<file path="config.mk">
export PLATFORM = sky130hd
export DESIGN_NAME = uart_rx_sampler
export DESIGN_NICKNAME = d
export VERILOG_FILES = /design/src/rtl/uart_pkg.sv /design/src/rtl/uart_sync2.sv /design/src/rtl/uart_rx_sampler.sv
export SDC_FILE = /design/constraint.sdc
export NUM_CORES = 1
export LEC_CHECK = 0
export ABC_AREA = 0
export CORE_ASPECT_RATIO = 1.1
export CORE_MARGIN = 3
export CORE_UTILIZATION = 50
export DETAILED_ROUTE_END_ITERATION = 8
export GPL_TIMING_DRIVEN = 0
export PLACE_DENSITY = 0.78
export SETUP_SLACK_MARGIN = 0.4
export SYNTH_ARGS = -nofsm -noshare
export SYNTH_HDL_FRONTEND = slang
export SYNTH_SLANG_ARGS = --single-unit
export TNS_END_PERCENT = 1
</file>
<file path="constraint.sdc">
create_clock -name uart_clk -period 2.1 [get_ports uart_clk]
set_input_delay 0.21 -clock uart_clk [delete_from_list [all_inputs] [get_ports uart_clk]]
set_output_delay 0.21 -clock uart_clk [all_outputs]
set_load 0.01 [all_outputs]
</file>
<file path="src/rtl/uart_pkg.sv">
// Shared definitions for the uart_clk-domain receive/transmit blocks.
package uart_pkg;

   localparam int unsigned CLK_PER_BIT_DEFAULT = 87;
   localparam int unsigned DATA_BITS           = 8;

   typedef enum logic [2:0] {
      IDLE,
      START,
      DATA,
      STOP,
      WAIT_HIGH
   } uart_state_t;

endpackage

</file>
<file path="src/rtl/uart_sync2.sv">
// Two-flop synchronizer for asynchronous inputs into the uart_clk domain.
// Resets to 1 so an idle-high serial line does not look like a start bit.
module uart_sync2 (
   input  logic uart_clk,
   input  logic uart_rst_n,
   input  logic d,
   output logic q
);

   logic meta;

   always_ff @(posedge uart_clk or negedge uart_rst_n) begin
      if (!uart_rst_n) begin
         meta <= 1'b1;
         q    <= 1'b1;
      end else begin
         meta <= d;
         q    <= meta;
      end
   end

endmodule

</file>
<file path="src/rtl/uart_rx_sampler.sv">
// 8N1 UART receive engine: mid-bit sampling FSM feeding a one-entry
// valid/ready holding register, with framing, overrun and break reporting.
module uart_rx_sampler
   import uart_pkg::*;
#(
   parameter int unsigned CLK_PER_BIT = CLK_PER_BIT_DEFAULT
) (
   input  logic                 uart_clk,
   input  logic                 uart_rst_n,
   input  logic                 uart_rx_pin,
   output logic [DATA_BITS-1:0] rx_data,
   output logic                 rx_valid,
   input  logic                 rx_ready,
   output logic                 frame_err,
   output logic                 overrun_err,
   output logic                 break_det,
   output logic                 rx_busy
);

   localparam int unsigned CNT_W = $clog2(CLK_PER_BIT);
   localparam int unsigned IDX_W = $clog2(DATA_BITS);
   localparam logic [CNT_W-1:0] HALF_C = CNT_W'((CLK_PER_BIT - 1) / 2);
   localparam logic [CNT_W-1:0] LAST_C = CNT_W'(CLK_PER_BIT - 1);
   localparam logic [IDX_W-1:0] IDX_LAST = IDX_W'(DATA_BITS - 1);

   logic                 line;
   uart_state_t          state, state_nxt;
   logic [CNT_W-1:0]     cnt, cnt_nxt;
   logic [IDX_W-1:0]     bit_idx, bit_idx_nxt;
   logic [DATA_BITS-1:0] shift, shift_nxt;
   logic                 deliver;
   logic                 ferr;
   logic                 brk_set;
   logic                 brk_clr;

   uart_sync2 u_sync (
      .uart_clk   (uart_clk),
      .uart_rst_n (uart_rst_n),
      .d          (uart_rx_pin),
      .q          (line)
   );

   always_ff @(posedge uart_clk or negedge uart_rst_n) begin
      if (!uart_rst_n) begin
         state   <= IDLE;
         cnt     <= '0;
         bit_idx <= '0;
         shift   <= '0;
      end else begin
         state   <= state_nxt;
         cnt     <= cnt_nxt;
         bit_idx <= bit_idx_nxt;
         shift   <= shift_nxt;
      end
   end

   always_comb begin
      state_nxt   = state;
      cnt_nxt     = cnt;
      bit_idx_nxt = bit_idx;
      shift_nxt   = shift;
      deliver     = 1'b0;
      ferr        = 1'b0;
      brk_set     = 1'b0;
      brk_clr     = 1'b0;

      unique case (state)
         IDLE: begin
            cnt_nxt = '0;
            if (!line) begin
               state_nxt = START;
            end
         end

         START: begin
            if (cnt == HALF_C) begin
               cnt_nxt     = '0;
               bit_idx_nxt = '0;
               state_nxt   = line ? IDLE : DATA;
            end else begin
               cnt_nxt = cnt + CNT_W'(1);
            end
         end

         DATA: begin
            if (cnt == LAST_C) begin
               cnt_nxt   = '0;
               shift_nxt = {line, shift[DATA_BITS-1:1]};
               if (bit_idx == IDX_LAST) begin
                  state_nxt = STOP;
               end else begin
                  bit_idx_nxt = bit_idx + IDX_W'(1);
               end
            end else begin
               cnt_nxt = cnt + CNT_W'(1);
            end
         end

         STOP: begin
            if (cnt == LAST_C) begin
               cnt_nxt = '0;
               // Leaving at mid-stop-bit leaves half a bit to catch a back-to-back start.
               if (line) begin
                  deliver   = 1'b1;
                  state_nxt = IDLE;
               end else begin
                  ferr      = 1'b1;
                  brk_set   = (shift == '0);
                  state_nxt = WAIT_HIGH;
               end
            end else begin
               cnt_nxt = cnt + CNT_W'(1);
            end
         end

         WAIT_HIGH: begin
            cnt_nxt = '0;
            if (line) begin
               brk_clr   = 1'b1;
               state_nxt = IDLE;
            end
         end

         default: begin
            state_nxt = IDLE;
            cnt_nxt   = '0;
         end
      endcase
   end

   always_ff @(posedge uart_clk or negedge uart_rst_n) begin
      if (!uart_rst_n) begin
         rx_data     <= '0;
         rx_valid    <= 1'b0;
         frame_err   <= 1'b0;
         overrun_err <= 1'b0;
         break_det   <= 1'b0;
      end else begin
         frame_err   <= ferr;
         overrun_err <= deliver & rx_valid & ~rx_ready;

         if (deliver) begin
            if (!rx_valid || rx_ready) begin
               rx_data  <= shift;
               rx_valid <= 1'b1;
            end
         end else if (rx_valid && rx_ready) begin
            rx_valid <= 1'b0;
         end

         if (brk_set) begin
            break_det <= 1'b1;
         end else if (brk_clr) begin
            break_det <= 1'b0;
         end
      end
   end

   assign rx_busy = (state != IDLE);

endmodule

</file>
# Yosys cells after proc, flatten, opt, wreduce, memory -nomap -nowiden
# Cells that the tools add are included.
# Widths: inputs -> output; s select.
# word_totals
regBits	35
in_bits	4
output_inout_bits	13
wordCells	77
# op_classes
add_sub_neg	2
eq_ne	15
muxes	31
bitwise	3
reduce_logical	15
# op_table
operator	count
$mux 3	10
$mux 1	15
$pmux 3 s5	1
$mux 7	2
$pmux 7 s2	1
$ne 2x2->1 const B	6
$logic_not 8->1	1
$add 7x1->7 const B	1
$eq 7x6->1 const B	1
$eq 7x7->1 const B	1
$eq 3x2->1 const B	2
$eq 3x3->1 const B	2
$pmux 3 s2	1
$reduce_and 2->1	3
$reduce_and 6->1	1
$reduce_bool 2->1	3
$ne 2x1->1 const B	2
$reduce_and 4->1	1
$add 3x1->3 const B	1
$eq 3x1->1 const B	1
$logic_not 3->1	1
$reduce_bool 3->1	1
$and 1x1->1	2
$mux 2	1
other kinds (5)	5

# Depth between registers and ports, before layout
# logic_depth
depth_word	5
depth_mapped	7
depth_no_buf	6

# Modules after synthesis
# From an unflattened synthesis, not the netlist that was laid out.
# hier_totals
hier_cells	130
area_unflattened_um2	1571.5
# modules_own_cells
mod	instances	cells_per_inst	area_each_um2	seq_area_each_um2
uart_rx_sampler	1	128	1519.0	825.8
uart_sync2	1	2	52.6	52.6

# Worst setup path after synthesis
# OpenSTA, ideal clock, no wires.
# synth_timing
path_kind	reg2reg
from	register bit_idx[0]
to	register bit_idx[0]
setup_ps	125
t_arrival_ps	1636
required_ps	1975
path_slack_ps	339
stages_incl_launch_ff	6
path_buffers	0
period_less_slack_ps	1761
path_cell_list	dfrtp_1 ha_1 ha_1 or3_1 o32ai_2 mux2_4
# synth_between
elab_chain_cells	4
word_cells_on_any_way	7
cone_classes	add/sub: 1; eq/ne: 2; mux: 3; reduce/logical: 1
# synth_rtl
item	line_no	rtl
start: declaration	uart_rx_sampler.sv:29	logic [IDX_W-1:0] bit_idx, bit_idx_nxt;
start signal: assignment	uart_rx_sampler.sv:52	bit_idx <= bit_idx_nxt;
$add 3x1->3	uart_rx_sampler.sv:92	bit_idx_nxt = bit_idx + IDX_W'(1);
$mux 3	uart_rx_sampler.sv:89	if (bit_idx == IDX_LAST) begin
$mux 3	uart_rx_sampler.sv:86	if (cnt == LAST_C) begin
$pmux 3 s2	uart_rx_sampler.sv:67	unique case (state)
# Parallel ways exist; a longest one is shown, timed or not. The select of a mux whose other input is x is not followed.
# A chain may end at the register's enable or synchronous reset.

# Worst setup path in the final report
# layout_timing
from	register cnt[0]
to	register bit_idx[0]
# layout_between
elab_chain_cells	3
word_cells_on_any_way	5
cone_classes	eq/ne: 4; reduce/logical: 1
# layout_rtl
item	line_no	rtl
start: declaration	uart_rx_sampler.sv:28	logic [CNT_W-1:0] cnt, cnt_nxt;
start signal: assignment	uart_rx_sampler.sv:51	cnt <= cnt_nxt;
$eq 7x7->1 or $eq 7x6->1 (tied branches)	uart_rx_sampler.sv:86, uart_rx_sampler.sv:76	
$ne 2x2->1 (no source line)	-	
$reduce_and 4->1 (no source line) *	-	
# Every way passes the cells marked *; elsewhere a longest branch is shown, timed or not.

==> flow_summary_export.csv <==
group,metric,value,unit
outcome,status,"completed",
global_route,grt-ovfl-total,0,
job,maxCapViolCount,0,
cells_and_area,drive_above_1_share,0.278,
synth,yosysSeqAreaShare,0.538,
detailed_routing,vias,1037,
synth,avgSynthCellArea,12.6,µm²
detailed_routing,drt_iter0_drc,53,
clock_network,clk_latency,0.33,ns
clock_network,cts_made_buffers,5,
cells_and_area,fin_nets,169,
global_route,grt_pass1_vias,1081,
timing,max-slew-margin-rel,0.505,
worst_setup_path,crit_family,"flip-flops",
global_route,antenna_found_initial,0,
detailed_routing,drc_errors,0,
timing,skew,0.0113,ns
synth,synth_nets,138,
timing,setup_violations,0,
power,p_leak,0.952,nW
place,dpl.hpwl,1990,µm
worst_setup_path,path_class,"reg2reg",
worst_setup_path,crit_fanout,5,
synth,ys_seq_elements,35,
timing,rsz0062_at_grt,"yes",
synth,synthArstFlopShare,1.00,
worst_setup_path,path_buf_inv,0,
synth,synth_edf_count,0,
place,port_buffers,16,
detailed_routing,drt-total-wl,2870,µm
worst_hold_path,hold_path.class,"in2reg",
die,core,3070,µm²
cells_and_area,layout_common_cells,"dfrtp_1 (32), clkdlybuf4s50_1 (14), nor2_1 (11)",
worst_setup_path,critPathArrivalTime,1.96,ns
power,p_per_area,669,nW/µm²
clock_network,clkSlewWorstSetupHoldPaths,0.10,ns
die,start_util,0.531,
cells_and_area,final_cells,196,
clock_network,htree_levels,2,
global_route,grt_pass1_wl,4970,µm
clock_network,cts.sink_count,35,
die,ioPinCount,17,
die,die_y,65.9,µm
die,rows,21,
worst_setup_path,critical_path.startpoint_type,"register",
timing,final-hold-violation-count,0,
timing,setup_tns,0,ns
clock_network,clockBufferDepth,2,
worst_setup_path,crit_chain,"ha_1, nand4_1, o32ai_4, mux2_4",
clock_network,cts_tree,"yes",
detailed_routing,drt-pass1-iter-count,4,
timing,final.min_clock_period,1.74,ns
synth,synth_cell_types,39,
timing,clock.fmax,576,MHz
cells_and_area,mostFrequentLayoutCell,"dfrtp_1",
timing,worst_slew_pin_slew,0.743,ns
detailed_routing,ant_nets,0,
die,dieArea,3990,µm²
timing,slew_viol_final,0,
power,worst_ir_drop_vdd,0.608,mV
cells_and_area,syn_to_final_growth,25.2,%
place,dp_cells,180,
synth,synth_area,1630,µm²
worst_setup_path,cp-end-kind,"register",
detailed_routing,viasPerCell,5.29,
clock_network,clock-root-buffer,"clkbuf_4",
worst_setup_path,cpPeakStageDelay,0.40,ns
detailed_routing,routedWlPerCell,14.6,µm
worst_setup_path,slowest_stage,"dfrtp_1",
timing,post-route-period-util,0.826,
cells_and_area,antenna_cells,0,
worst_setup_path,cp.required,2.32,ns
place,gp_congestion,0.796,
die,dieWidth,60.5,µm
global_route,grt.total_usage,0.172,
synth,yosys_warnings,0,
synth,syn_inst,130,
synth,synth_flop_cell,"dfrtp_1",
global_route,grt_max_degree,36,
-- worst register-to-register path: stages (launching register included) --
cell and delay [ns]:
dfrtp_1 0.40, ha_1 0.29, nand4_1 0.25, o32ai_4 0.37
mux2_4 0.32
-- cell usage after synthesis (2+ instances only) --
cell type  instances  share of area
dfrtp_1           33           0.51
nor2_1            12          0.028
mux2_4             9          0.083
nand2_1            9          0.021
mux2_1             8          0.055
nand3_1            6          0.018
ha_1               4          0.031
inv_1              4         0.0092
nand4_1            3          0.012
xnor2_1            3          0.016
xor2_1             3          0.016
a21oi_1            2         0.0061
buf_2              2         0.0061
buf_6              2          0.014
dfstp_2            2          0.032
mux2i_1            2          0.012
nand2b_1           2         0.0077
nor3_1             2         0.0061
o21ai_1            2         0.0061
-- flip-flops by register name, indices dropped and copies added (netlist names) --
signal and count:
rx_valid 1, u_sync.meta 1, break_det 1, state 3, u_sync.q 1, overrun_err 1
frame_err 1, cnt 7, shift 8, rx_data 8, bit_idx 3
-- cells by family after synthesis --
group           count (synthesis)  share of synthesized area
fa+ha+maj                       4                     0.0307
compound gates                 10                     0.0468
xor+xnor                        6                     0.0322
flops                          35                      0.538
buf+inv                         9                     0.0314
mux                            19                      0.150
simple gates                   47                      0.170
-- per-stage QoR --
stage	area, µm²	power, W	hold slack, ns	setup WS [ns]	utilization
6_report	2040	0.00137	0.281	0.365	0.664
4_1_cts	2020	0.00139	0.263	0.338	0.656
3_3_place_gp	1850	0.000782	0.347	0.137	0.603
5_1_grt	2040	0.00142	0.271	0.281	0.664
2_1_floorplan	1650	0.000753	-0.0856	0.410	-
3_5_place_dp	1850	0.000787	0.322	0.303	0.601
-- layer usage --
layer,global-route usage,wire length (µm),vias up
li1,-,-,509
met3,0.0547,93,5
met1,0.198,1230,509
met5,0,0,-
met2,0.286,1490,14
met4,0.0813,52,0
-- final timing paths --
check	from	endpoint	slack, ns	depth (start not counted)
setup / recovery	cnt[0]	bit_idx[0]	0.36	4
hold / removal	uart_rx_pin	u_sync.meta	0.28	1
max in group asynchronous	uart_rst_n	state[2]	1.12	2
min in group asynchronous	uart_rst_n	state[0]	0.47	2
setup reg to reg	cnt[0]	bit_idx[0]	0.36	4
hold reg to reg	u_sync.meta	u_sync.q	0.37	0
-- layout make-up --
cell class | count | area [µm²]
well taps | 34 | 42.5
repair buffers | 24 | 229
clock inverters | 2 | 60.1
inverters | 4 | 15.0
fillers | 234 | 1030
plain buffers | 5 | 42.5
flip-flops and latches | 35 | 880
clock buffers | 6 | 41.3
multi-input cells | 86 | 732
-- what timing repair did --
action / CTS / global route
endpoints found under the setup margin: 18 / 28
pin swaps: 2 / 2
buffers inserted: 4 / 3
endpoints found under the hold margin: 33 / 0
gates cloned: 0 / 0
gates resized for setup: 7 / 2
hold buffers: 1 / 0
-- power by group --
group / internal [W] / switching, W
registers: 0.000685 / 0.00000716
clock network: 0.000372 / 0.000214
logic: 0.0000342 / 0.0000526
total: 0.00109 / 0.000274
Power figures use the tool's default switching activity.
